`src/rtl/uart_pkg.sv`:
```
// Shared constants and FSM state type for the UART receiver and the matching transmitter.
package uart_pkg;

    localparam int OVERSAMPLE = 16;
    localparam int DATA_BITS  = 8;
    localparam int MID_TICK   = 8;

    typedef enum logic [2:0] {
        WAIT_HIGH,
        IDLE,
        START,
        DATA,
        STOP
    } rx_state_t;

endpackage

```
`src/rtl/uart_rx_if.sv`:
```
// Receiver-side signal bundle: serial line in, byte out with valid/ack handshake and status pulses.
interface uart_rx_if;
    import uart_pkg::*;

    logic                 rx;
    logic [DATA_BITS-1:0] data_out;
    logic                 data_valid;
    logic                 data_ack;
    logic                 framing_error;
    logic                 overrun;
    logic                 busy;

    modport master (
        input  rx,
        input  data_ack,
        output data_out,
        output data_valid,
        output framing_error,
        output overrun,
        output busy
    );

    modport slave (
        output rx,
        output data_ack,
        input  data_out,
        input  data_valid,
        input  framing_error,
        input  overrun,
        input  busy
    );

endinterface

```
`src/rtl/uart_sample_tick.sv`:
```
// Oversampling tick generator: one-cycle tick every DIV clocks, restartable by a synchronous clear.
module uart_sample_tick #(
    parameter int DIV = 27
) (
    input  logic clock,
    input  logic reset_n,
    input  logic i_clear,
    output logic o_tick
);
    localparam int CW = (DIV > 1) ? $clog2(DIV) : 1;
    localparam logic [CW-1:0] LAST = CW'(DIV - 1);

    logic [CW-1:0] r_count;

    always_ff @(posedge clock) begin
        if (!reset_n || i_clear) begin
            r_count <= '0;
        end else if (r_count == LAST) begin
            r_count <= '0;
        end else begin
            r_count <= r_count + 1'b1;
        end
    end

    assign o_tick = (r_count == LAST);

endmodule

```
`src/rtl/uart_rx.sv`:
```
// 8N1 UART receiver with 16x oversampling, one-deep output register, framing-error and overrun pulses.
module uart_rx
    import uart_pkg::*;
#(
    parameter int clockfreq = 50000000,
    parameter int boudrate  = 115200
) (
    input  logic      clock,
    input  logic      reset_n,
    uart_rx_if.master bus
);
    localparam int DIV   = clockfreq / (boudrate * OVERSAMPLE);
    localparam int SUB_W = $clog2(OVERSAMPLE);
    localparam int BIT_W = $clog2(DATA_BITS);
    localparam logic [SUB_W-1:0] SUB_MID  = SUB_W'(MID_TICK - 1);
    localparam logic [SUB_W-1:0] SUB_LAST = SUB_W'(OVERSAMPLE - 1);
    localparam logic [BIT_W-1:0] BIT_LAST = BIT_W'(DATA_BITS - 1);

    logic [1:0]           r_sync;
    rx_state_t            r_state, w_state_next;
    logic [SUB_W-1:0]     r_sub, w_sub_next;
    logic [BIT_W-1:0]     r_bit, w_bit_next;
    logic [DATA_BITS-1:0] r_shift, w_shift_next;
    logic [DATA_BITS-1:0] r_data, w_data_next;
    logic                 r_valid, w_valid_next;
    logic                 r_fe, w_fe_next;
    logic                 r_ovr, w_ovr_next;
    logic                 w_rx_s;
    logic                 w_tick;
    logic                 w_tick_clear;

    assign w_rx_s       = r_sync[1];
    // Holding the divider in reset while idle aligns every sample point to the detected start edge.
    assign w_tick_clear = (r_state == IDLE) || (r_state == WAIT_HIGH);

    uart_sample_tick #(
        .DIV(DIV)
    ) u_tick (
        .clock  (clock),
        .reset_n(reset_n),
        .i_clear(w_tick_clear),
        .o_tick (w_tick)
    );

    always_comb begin
        w_state_next = r_state;
        w_sub_next   = r_sub;
        w_bit_next   = r_bit;
        w_shift_next = r_shift;
        w_data_next  = r_data;
        w_valid_next = r_valid && !bus.data_ack;
        w_fe_next    = 1'b0;
        w_ovr_next   = 1'b0;
        case (r_state)
            WAIT_HIGH: begin
                if (w_rx_s) w_state_next = IDLE;
            end
            IDLE: begin
                if (!w_rx_s) begin
                    w_state_next = START;
                    w_sub_next   = '0;
                end
            end
            START: begin
                if (w_tick) begin
                    if (r_sub == SUB_MID) begin
                        w_sub_next = '0;
                        if (!w_rx_s) begin
                            w_state_next = DATA;
                            w_bit_next   = '0;
                        end else begin
                            w_state_next = IDLE;
                        end
                    end else begin
                        w_sub_next = r_sub + 1'b1;
                    end
                end
            end
            DATA: begin
                if (w_tick) begin
                    if (r_sub == SUB_LAST) begin
                        w_sub_next   = '0;
                        w_shift_next = {w_rx_s, r_shift[DATA_BITS-1:1]};
                        if (r_bit == BIT_LAST) w_state_next = STOP;
                        else                   w_bit_next   = r_bit + 1'b1;
                    end else begin
                        w_sub_next = r_sub + 1'b1;
                    end
                end
            end
            STOP: begin
                if (w_tick) begin
                    if (r_sub == SUB_LAST) begin
                        w_sub_next = '0;
                        if (w_rx_s) begin
                            // Return straight to IDLE mid stop bit so back-to-back frames are caught.
                            w_data_next  = r_shift;
                            w_valid_next = 1'b1;
                            w_ovr_next   = r_valid && !bus.data_ack;
                            w_state_next = IDLE;
                        end else begin
                            w_fe_next    = 1'b1;
                            w_state_next = WAIT_HIGH;
                        end
                    end else begin
                        w_sub_next = r_sub + 1'b1;
                    end
                end
            end
            default: w_state_next = WAIT_HIGH;
        endcase
    end

    always_ff @(posedge clock) begin
        if (!reset_n) begin
            r_sync  <= 2'b11;
            r_state <= WAIT_HIGH;
            r_sub   <= '0;
            r_bit   <= '0;
            r_shift <= '0;
            r_data  <= '0;
            r_valid <= 1'b0;
            r_fe    <= 1'b0;
            r_ovr   <= 1'b0;
        end else begin
            r_sync  <= {r_sync[0], bus.rx};
            r_state <= w_state_next;
            r_sub   <= w_sub_next;
            r_bit   <= w_bit_next;
            r_shift <= w_shift_next;
            r_data  <= w_data_next;
            r_valid <= w_valid_next;
            r_fe    <= w_fe_next;
            r_ovr   <= w_ovr_next;
        end
    end

    assign bus.data_out      = r_data;
    assign bus.data_valid    = r_valid;
    assign bus.framing_error = r_fe;
    assign bus.overrun       = r_ovr;
    assign bus.busy          = (r_state == START) || (r_state == DATA) || (r_state == STOP);

endmodule

```
`src/flat_wrapper.sv`:
```
// flat-port wrapper written by rule: the top's interface ports become plain ports
module uart_rx_flat import uart_pkg::*;
#(
    parameter int clockfreq = 50000000,
    parameter int boudrate  = 115200
)
  (clock, reset_n, bus_rx, bus_data_ack, bus_data_out, bus_data_valid, bus_framing_error, bus_overrun, bus_busy);
  uart_rx_if bus_i ();
  input  logic clock;
  input  logic reset_n;
  input wire logic [$bits(bus_i.rx)-1:0] bus_rx;
  input wire logic [$bits(bus_i.data_ack)-1:0] bus_data_ack;
  output wire logic [$bits(bus_i.data_out)-1:0] bus_data_out;
  output wire logic [$bits(bus_i.data_valid)-1:0] bus_data_valid;
  output wire logic [$bits(bus_i.framing_error)-1:0] bus_framing_error;
  output wire logic [$bits(bus_i.overrun)-1:0] bus_overrun;
  output wire logic [$bits(bus_i.busy)-1:0] bus_busy;
  assign bus_i.rx = bus_rx;
  assign bus_i.data_ack = bus_data_ack;
  assign bus_data_out = bus_i.data_out;
  assign bus_data_valid = bus_i.data_valid;
  assign bus_framing_error = bus_i.framing_error;
  assign bus_overrun = bus_i.overrun;
  assign bus_busy = bus_i.busy;
  uart_rx #(.clockfreq(clockfreq), .boudrate(boudrate)) u_core (.clock(clock), .reset_n(reset_n), .bus(bus_i));
endmodule
```
`config.mk`:
```
export PLATFORM = sky130hd
export DESIGN_NAME = uart_rx_flat
export DESIGN_NICKNAME = d
export VERILOG_FILES = /design/src/rtl/uart_pkg.sv /design/src/rtl/uart_rx_if.sv /design/src/rtl/uart_sample_tick.sv /design/src/rtl/uart_rx.sv /design/src/flat_wrapper.sv
export SDC_FILE = /design/constraint.sdc
export NUM_CORES = 1
export LEC_CHECK = 0
export ABC_AREA = 1
export ABC_CLOCK_PERIOD_IN_PS = 1600
export CAP_MARGIN = 40
export CORE_ASPECT_RATIO = 2
export CORE_MARGIN = 1
export CORE_UTILIZATION = 50
export DETAILED_ROUTE_END_ITERATION = 10
export MAX_ROUTING_LAYER = met4
export PLACE_DENSITY = 0.84
export SLEW_MARGIN = 0
export SYNTH_ARGS = -nofsm -noshare
export SYNTH_HDL_FRONTEND = slang
export SYNTH_SLANG_ARGS = --single-unit
export TNS_END_PERCENT = 100
```
`constraint.sdc`:
```
create_clock -name clock -period 1.6 [get_ports clock]
set_clock_uncertainty 0.15 [all_clocks]
set_input_delay 0.32 -clock clock [delete_from_list [all_inputs] [get_ports clock]]
set_output_delay 0.32 -clock clock [all_outputs]
set_load 0.01 [all_outputs]
```
==> flow_summary.toml <==
[drt]
drtPass1Iterations = 8
vias = 1837
drtAntennaViolNets = 0
viasPerCell = 5.72
route.detailed.drc = 4
drt-initial-drc-count = 67
routed_wl_um = 5590
wire_per_inst_um = 17.4

[sta]
layout_setup_ws_ns = -0.165
slew_violations = 0
setup_viol_count_final = 13
fin_crit_sh_pct = 110
period_minus_slack_ns = 1.76
worstMarginPinSlew_ns = 0.366
grt_setup_unrepaired = "yes"
clock.fmax_ghz = 0.567
hold_violations = 0
hold_slack_ns = 0.268
relSlewSlack_pct = 75.6

[logic_synthesis]
avgSynthCellArea_um2 = 7.35
yosysWarnings = 0
postSynthCellCount = 234
synthDistinctLibCells = 26
synth_area_mm2 = 0.00172
ys_ff_latch = 36
ys_seq_area_share_pct = 41.9
async_flop_share_pct = 0
synth_nets = 243
synth-edff-count = 0
ys.flop_type = "dfxtp_1"

[critical_path]
end_kind = "flip-flop"
crit_family = "simple AND/OR/NAND/NOR gates"
cp_max_fo = 6
path_depth = 10
r2r_end = "u_core.r_state[1]"
max_stage_delay_ns = 0.42
worst_setup_path_start_kind = "flip-flop"
regToRegStartpoint = "u_core.r_state[1]"
worstPathArrival_ns = 1.80
ff2ff_path_depth = 10
path_class = "reg -> reg"
cp_cell_sequence = "buf_6 > nand2_1 > nor2_4 > nand2_2 > nand2_2 > nor2_2 > nand3_2 > nand2_1 > nand2_1 > nor2_1"
critical-path-slowest-cell = "dfxtp_4"
path_buf_inv = 1
required_ns = 1.63
cpMostUsedCell = "nand2_1"
r2r_slack_ns = -0.16

[clock_tree]
cts_buffers = 5
clk_pin_slew_ns = 0.08
cts_tree = "built"
cts_root_buffer = "clkbuf_8"
insertion_delay_ns = 0.30
cts_max_level = 2
hold_buffers = 0
cts_sinks = 36
clockBufferDepth = 2

[die]
die_w_um = 43.5
num_rows = 29
dieArea_mm2 = 0.00369
die-height_um = 85.0
ios = 16
coreArea_mm2 = 0.00323
start_util_pct = 53.3

[power_and_ir_drop]
power.total_mw = 3.14
p_leak_nw = 1.14
irDropWorstVdd_mv = 1.13
power_density_mw_per_mm2 = 1230

[cells_and_area]
fin_util_pct = 79.3
area_growth_pct = 48.9
instances_no_fill = 321
multi_input_area_mm2 = 0.00115
fill_cells = 195
ff_latch_area_um2 = 742
fin_nets = 298
drive_above_1_share_pct = 47.6
num_antenna_cells = 0

[placement]
hpwl_um = 2880
gp_congestion = 0.887
dp_slack_ns = -0.183
dp.cells = 299
portBuffers = 15

[outcome]
violations = "design-rule violations, negative setup slack"
outcome = "complete, but fails checks"

[job]
drv_cap = 0

[global_route]
grt_pass1_vias = 1808
grt_usage_pct = 27.4
grt-ovfl-total = 0
grt_first_pass_wirelength_um = 7370
antenna_found_initial = 0
grt_max_degree = 20

[hold_path]
min_path_type = "reg -> reg"
hold_path_end = "u_core.r_sync[1]"
min_path_cells = 1
min_from = "u_core.r_sync[0]"
-- cell families after synthesis --
family	count (synthesis)	share of synthesized area, %
DFF	36	41.9
xor gates and xnor gates	3	1.53
and+or+nand+nor	126	33.7
AOI/OAI and AO/OA	37	11.6
buffers and inverters	27	7.56
adders and majority gates	5	3.64
-- routing by layer --
metal | GRT usage, % | up-vias | part of all wire (%) | wire length [um]
met2 | 47.5 | 84 | 55 | 3050
met5 | - | - | 0 | 0
met4 | 21.3 | 0 | 6.3 | 351
met1 | 24.6 | 863 | 34 | 1920
li1 | - | 858 | - | -
met3 | 5.53 | 32 | 4.8 | 268
-- stage by stage --
step,instance area [um2],TNS (ns)
after floorplan,1720,0
after global routing,2560,-2.20
final,2560,-0.738
after global placement,2050,-0.384
after CTS,2300,-0.0697
after detailed placement,2050,-0.775
-- layout by cell type (no fill, tap or decap), drive strengths merged --
cell type / synthesis / layout
buf: 6 / 41
clkinv: 0 / 1
ha: 5 / 5
or2: 3 / 3
nor3: 5 / 5
o21ai: 18 / 18
nand2: 49 / 49
dlygate4sd2: 0 / 10
a21oi: 19 / 19
clkinvlp: 0 / 1
nor2: 49 / 49
dlymetal6s2s: 0 / 1
clkbuf: 1 / 5
dfxtp: 36 / 36
xor2: 3 / 3
inv: 20 / 21
nand3: 20 / 20
clkdlybuf4s50: 0 / 3
-- sequential cells by signal (all words and copies together), names as in the netlist --
name,count
u_core.bus.data_valid,1
u_core.bus.data_out,8
u_core.bus.framing_error,1
u_core.r_sync,2
u_core.bus.overrun,1
u_core.r_shift,8
u_core.r_sub,4
u_core.r_bit,3
u_core.r_state,3
u_core.u_tick.r_count,5
-- worst max path at each step --
stage	start	to	slack [ns]
floorplan	u_core.r_sub[0]	u_core.r_shift[6]	0.06
global placement	u_core.r_state[1]	bus_busy	-0.16
detailed placement	u_core.r_state[1]	bus_busy	-0.18
CTS	u_core.r_state[2]	u_core.r_state[2]	-0.02
global route	u_core.r_state[1]	u_core.r_state[1]	-0.22
finish	u_core.r_state[1]	u_core.r_state[1]	-0.16
-- final cells by class --
class	count	share of cell area, %
clock buffers	5	2.69
clock inverters	3	0.830
inverters	20	3.12
multi-input cells	171	45.0
flip-flops and latches	36	29.0
well taps	31	1.51
repair buffers	55	17.9
-- synth_stat cells (3+ instances only) --
cell type,number,area (um2)
nand2_2,3,18.8
inv_1,16,60.1
nand2_1,46,173
nor2_1,42,158
o21ai_1,7,35.0
ha_1,5,62.6
o21ai_0,9,45.0
xor2_1,3,26.3
nor3_1,3,15.0
nand3_1,18,90.1
inv_2,4,15.0
dfxtp_1,36,721
or2_2,3,18.8
nor2_2,5,31.3
buf_6,3,33.8
a21oi_1,17,85.1
-- report_power, final --
group	switching [mW]	leakage (nW)	total (mW)	internal [mW]
Clock	0.366	0.0445	0.675	0.309
Combinational	0.838	0.798	1.42	0.586
Sequential	0.0785	0.297	1.05	0.967
-- what timing repair did --
action,in CTS,in global routing
setup buffers,5,10
setup endpoints to repair,26,22
pin swaps,18,28
resized for setup,61,59
hold endpoints to repair,0,0
(Power assumes the default switching activity.)
==> variant 1 (same settings) <==
The 5 states of `rx_state_t` get a one-hot encoding in 5 bits.
--- a/src/rtl/uart_pkg.sv
+++ b/src/rtl/uart_pkg.sv
@@ -5,12 +5,12 @@
     localparam int DATA_BITS  = 8;
     localparam int MID_TICK   = 8;
 
-    typedef enum logic [2:0] {
-        WAIT_HIGH,
-        IDLE,
-        START,
-        DATA,
-        STOP
+    typedef enum logic [4:0] {
+        WAIT_HIGH = 5'b00001,
+        IDLE      = 5'b00010,
+        START     = 5'b00100,
+        DATA      = 5'b01000,
+        STOP      = 5'b10000
     } rx_state_t;
 
 endpackage
Check against the original RTL: same outputs for any inputs over 10 cycles, from zero or initial values and one cycle with reset_n low; not proved beyond that.
==> variant 1 against the unedited design <==
  * Worst hold slack gained 0.014 ns
  * Final cell count increased by 15%
  * Cell area increased by 8.8%
  * Largest cell class unchanged
  * The flow finishes with violations (setup timing)
  * Sequential share of layout area decreased by 0.83 points
  * Sequential cell count increased by 2
  * Total power is 7.8% lower
  * Synthesized area is 9.8% higher
  * Critical path type is now reg -> out
  * Worst setup slack improved by 0.011 ns
  * Wire length is 9.1% higher
==> variant 1: results (changes against the unedited design) <==
| Metric | Value |
|---|---|
| Outcome | `finished with violations` |
| Failing checks | `setup timing` |
| VDD IR max | `0.838 mV (-26%)` |
| Synth Area in Adders | `3.31% (-0.33 points)` |
| Final setup margin | `-0.154 ns (+0.0110 ns)` |
| Final WL | `6.10 mm (+9.1%)` |
| Syn Area/Cell | `7.24 µm² (-1.5%)` |
| Count of multi-input combinational gates | `199 (+16%)` |
| WP data arrival | `1.28 ns (-0.52 ns)` |
| Total of clock buffers placed in the layout | `6 (+1)` |
| Signal inverters | `23 (+15%)` |
| Flops & latches, synth | `38 (+5.6%)` |
| Cell Area, Placed | `0.00233 mm² (+14%)` |
| Hold WS | `0.282 ns (+0.0140 ns)` |
| Psw | `1050 µW (-18%)` |
| Number of global-route vias before repair | `1813 (+0.28%)` |
| DP Cell Count | `353 (+18%)` |
| Multi-input gate share of total cell area | `46.1% (+1.1 points)` |
| Leakage power | `0.00125 µW (+10%)` |
| Worst r2r dst | `u_core.r_state[0]$_SDFFE_PN1P_` |
| Complex-gate fraction of the synthesized area | `7.48% (-4.2 points)` |
| Gp weighted congestion | `0.954 (+7.6%)` |
| Sequential share of the synthesized area | `40.3% (-1.6 points)` |
| Final #Nets | `329 (+10%)` |
| NonClk Buf Share | `16.5% (-1.4 points)` |
| Distinct cells, synth | `28 (+7.7%)` |
| Crit Path Max Fanout | `4 (-2)` |
| Iter 0 DRT Violations | `74 (+10%)` |
| Synthesized net count | `270 (+11%)` |
| Final setup viols | `20 (+7)` |
| Largest net degree at the start of global routing | `13 (-35%)` |
| Buffers excl. clock | `53 (-3.6%)` |
| Max-Slew Margin vs Limit | `84.9% (+9.3 points)` |
| Worst setup path end | `bus_busy` |
| Fillcell total | `221 (+13%)` |
| R2R setup slack | `-0.10 ns (+0.06 ns)` |
| Post-route core utilization | `77.3% (-2.0 points)` |
| Xor/xnor share of the synthesized area | `1.39% (-0.14 points)` |
| Setup TNS | `-0.957 ns (-0.219 ns)` |
| Clk tree area frac | `3.41% (-0.11 points)` |
| CTS clk-pin slew, worst paths | `0.07 ns` |
| Crit path from | `u_core.r_state[0]$_SDFFE_PN1P_` |
| R2R depth | `9 (-1)` |
| Cells taking the most area after synthesis | `dfxtp_1 40%, nor2_1 13%, nand2_1 9.3%` |
| Die Width | `45.5 µm (+4.6%)` |
| HPWL after detailed placement | `3.28 mm (+14%)` |
| Layout cells sized above 1 | `40.5% (-7.1 points)` |
| Via density | `5.53 (-3.4%)` |
| Sequential cell area | `785 µm² (+5.7%)` |
[variant 1: timing repair]
action / in CTS / in global routing
hold buffers: 0 / 0
endpoints found under the hold margin: 0 / 0
pin swaps: 10 / 23
setup endpoints to repair: 45 / 34
setup buffers: 0 / 7
gates resized for setup: 42 / 64
cloned: 1 / 1
[variant 1: worst max-delay path: stages (launching register included)]
cell,delay (ns)
dfxtp_4,0.36
nor2_8,0.13
nand3_1,0.12
nand2_1,0.09
nand2_1,0.06
nand2_1,0.09
buf_2,0.14
[variant 1: metal layers]
metal	vias up	track usage, %	wire length (µm)
met5	-	-	0
met4	0	14.6	384
met3	46	4.44	237
met2	77	51.2	3390
met1	972	23.4	2090
li1	951	-	-
[variant 1: power groups by stage]
stage | clock network (µW) | registers (µW) | logic, µW
finish | 704 | 1150 | 1050
global route | 747 | 1160 | 1140
CTS | 707 | 1120 | 835
global placement | 0 | 1120 | 754
detailed placement | 0 | 1130 | 766
floorplan | 0 | 1140 | 467
==> variant 2 (same flow settings) <==
Made on the original files. `boudrate` is set to 115200 in 2 places; all go to 230400.
--- a/src/rtl/uart_rx.sv
+++ b/src/rtl/uart_rx.sv
@@ -3,7 +3,7 @@
     import uart_pkg::*;
 #(
     parameter int clockfreq = 50000000,
-    parameter int boudrate  = 115200
+    parameter int boudrate  = 230400
 ) (
     input  logic      clock,
     input  logic      reset_n,
--- a/src/flat_wrapper.sv
+++ b/src/flat_wrapper.sv
@@ -2,7 +2,7 @@
 module uart_rx_flat import uart_pkg::*;
 #(
     parameter int clockfreq = 50000000,
-    parameter int boudrate  = 115200
+    parameter int boudrate  = 230400
 )
   (clock, reset_n, bus_rx, bus_data_ack, bus_data_out, bus_data_valid, bus_framing_error, bus_overrun, bus_busy);
   uart_rx_if bus_i ();
Function: no difference found for any inputs over 10 cycles, from zero or initial values and one cycle with reset_n low; that may be too few to reach the edited logic, so the function may still have changed.
==> variant 2 against the unedited design <==
  * The flow finishes with violations (setup timing)
  * Maximum frequency increased by 9.1%
  * Wire length is 29% lower
  * Sequential cell count fell by 1
  * Synthesized area decreased by 8.7%
  * Global-route usage decreased by 3.4 points
  * Sequential share of layout area is 3.7 points higher
  * Non-clock buffer count is 15 lower
  * Total power fell by 15%
  * Cell area fell by 15%
  * Worst setup slack improved by 0.15 ns
  * Clock power fell by 9.0%
  * Count of clock-buffer cells in the layout is 2 higher
==> variant 2: results (changes against the unedited design) <==
| Metric | Value |
|---|---|
| Complex-gate fraction of the synthesized area | `10.9% (-0.73 points)` |
| WP data arrival | `1.64 ns (-0.16 ns)` |
| Cells taking the most area after synthesis | `dfxtp_1 45%, nor2_1 13%, nand2_1 7.9%` |
| Top cells by count, synth | `54 x nor2_1, 35 x dfxtp_1, 33 x nand2_1, 18 x o21ai_0, 13 x inv_1` |
| Outcome | `finished with violations` |
| Routed WL per cell | `14.0 µm (-20%)` |
| Slew @ Worst Pin | `0.417 ns (+0.0518 ns)` |
| Gp weighted congestion | `0.994 (+12%)` |
| Crit Path Max Fanout | `7 (+1)` |
| Final setup viols | `1 (-12)` |
| Psw | `973 µW (-24%)` |
| Layout cells sized above 1 | `32.8% (-15 points)` |
| Via density | `5.34 (-6.8%)` |
| Non-filler cells, final | `286 (-11%)` |
| Number of global-route vias before repair | `1469 (-19%)` |
| Distinct cells, synth | `29 (+12%)` |
| Iter 0 DRT Violations | `42 (-37%)` |
| Global-route wire length before repair | `5.96 mm (-19%)` |
| Largest net degree at the start of global routing | `11 (-45%)` |
| Setup TNS | `-0.0174 ns (+0.721 ns)` |
| Final #Nets | `264 (-11%)` |
| Synthesized net count | `220 (-9.5%)` |
| Final setup margin | `-0.0174 ns (+0.147 ns)` |
| Leakage power | `0.00102 µW (-11%)` |
| DP Cell Count | `275 (-8.0%)` |
| VDD IR max | `0.807 mV (-29%)` |
| Failing checks | `setup timing` |
## variant 2: cell count changes after synthesis, moves of 4 or more
cell | unedited run | this run
a21oi_1 | 17 | 7
nand2_1 | 46 | 33
nand3_1 | 18 | 8
nor2_1 | 42 | 54
o21ai_0 | 9 | 18
o21ai_1 | 7 | 3
## variant 2: through the flow
step | total power (µW) | hold WS, ns | setup slack, ns | cell area (µm²) | utilization [%]
2_1_floorplan | 1540 | 0.243 | 0.0269 | 1570 | -
3_3_place_gp | 1800 | 0.249 | -0.0229 | 1910 | 64.2
3_5_place_dp | 1820 | 0.250 | -0.0711 | 1910 | 64.2
4_1_cts | 2510 | 0.267 | 0.00974 | 2020 | 67.9
5_1_grt | 2820 | 0.283 | -0.0888 | 2170 | 72.9
6_report | 2670 | 0.263 | -0.0174 | 2170 | 72.9
## variant 2: final cells by class
cell class	count	area (µm²)	area share, %
Multi-Input combinational cell	156	935	43.1
Sequential cell	35	708	32.6
Timing Repair Buffer	40	338	15.6
Clock buffer	7	76.3	3.52
Inverter	17	71.3	3.29
Tap cell	30	37.5	1.73
Clock inverter	1	5.00	0.231
## variant 2: critical path, cell delays in order (launching register included)
cell and delay (ns):
dfxtp_2 0.37, buf_4 0.14, nand2_2 0.07, nor2_4 0.23, nand2_1 0.16, nand3_4 0.12
nor2_4 0.06, a21oi_1 0.14, nor2_1 0.07
## variant 2: path summary, 6_finish.rpt
path                                                     start  depth (start not counted)  slack [ns]                        endpoint
worst max register to register  u_core.r_state[1]$_SDFFE_PN0P_                          8       -0.02  u_core.r_state[2]$_SDFFE_PN0P_
worst min-delay path               u_core.r_sync[0]$_SDFF_PN1_                          1        0.26     u_core.r_sync[1]$_SDFF_PN1_
worst max-delay path            u_core.r_state[1]$_SDFFE_PN0P_                          8       -0.02  u_core.r_state[2]$_SDFFE_PN0P_
worst min register to register     u_core.r_sync[0]$_SDFF_PN1_                          1        0.26     u_core.r_sync[1]$_SDFF_PN1_
## variant 2: cell families after synthesis
group	count (synthesis)
simple gates	117
compound gates	32
buf+inv	20
fa+ha+maj	5
xor+xnor	2
flops	35
## variant 2: metal layers
metal | global-route usage (%) | up-vias | share of wire, %
li1 | - | 766 | -
met3 | 4.89 | 21 | 3.8
met5 | - | - | 0
met4 | 20.0 | 0 | 6.1
met2 | 44.2 | 45 | 56
met1 | 19.7 | 694 | 34
## variant 2: timing repair
item | 4_1_cts | 5_1_grt
endpoints found under the setup margin | 21 | 22
buffers inserted | 1 | 2
pin swaps | 4 | 14
hold buffers | 0 | 0
resized for setup | 27 | 39
## variant 2: power groups by stage
stage,Combinational (µW),Sequential (µW),Clock (µW)
after floorplan,504,1040,0
after global placement,789,1010,0
after detailed placement,805,1020,0
after CTS,867,1020,625
after global routing,1130,1030,654
final,1030,1030,614
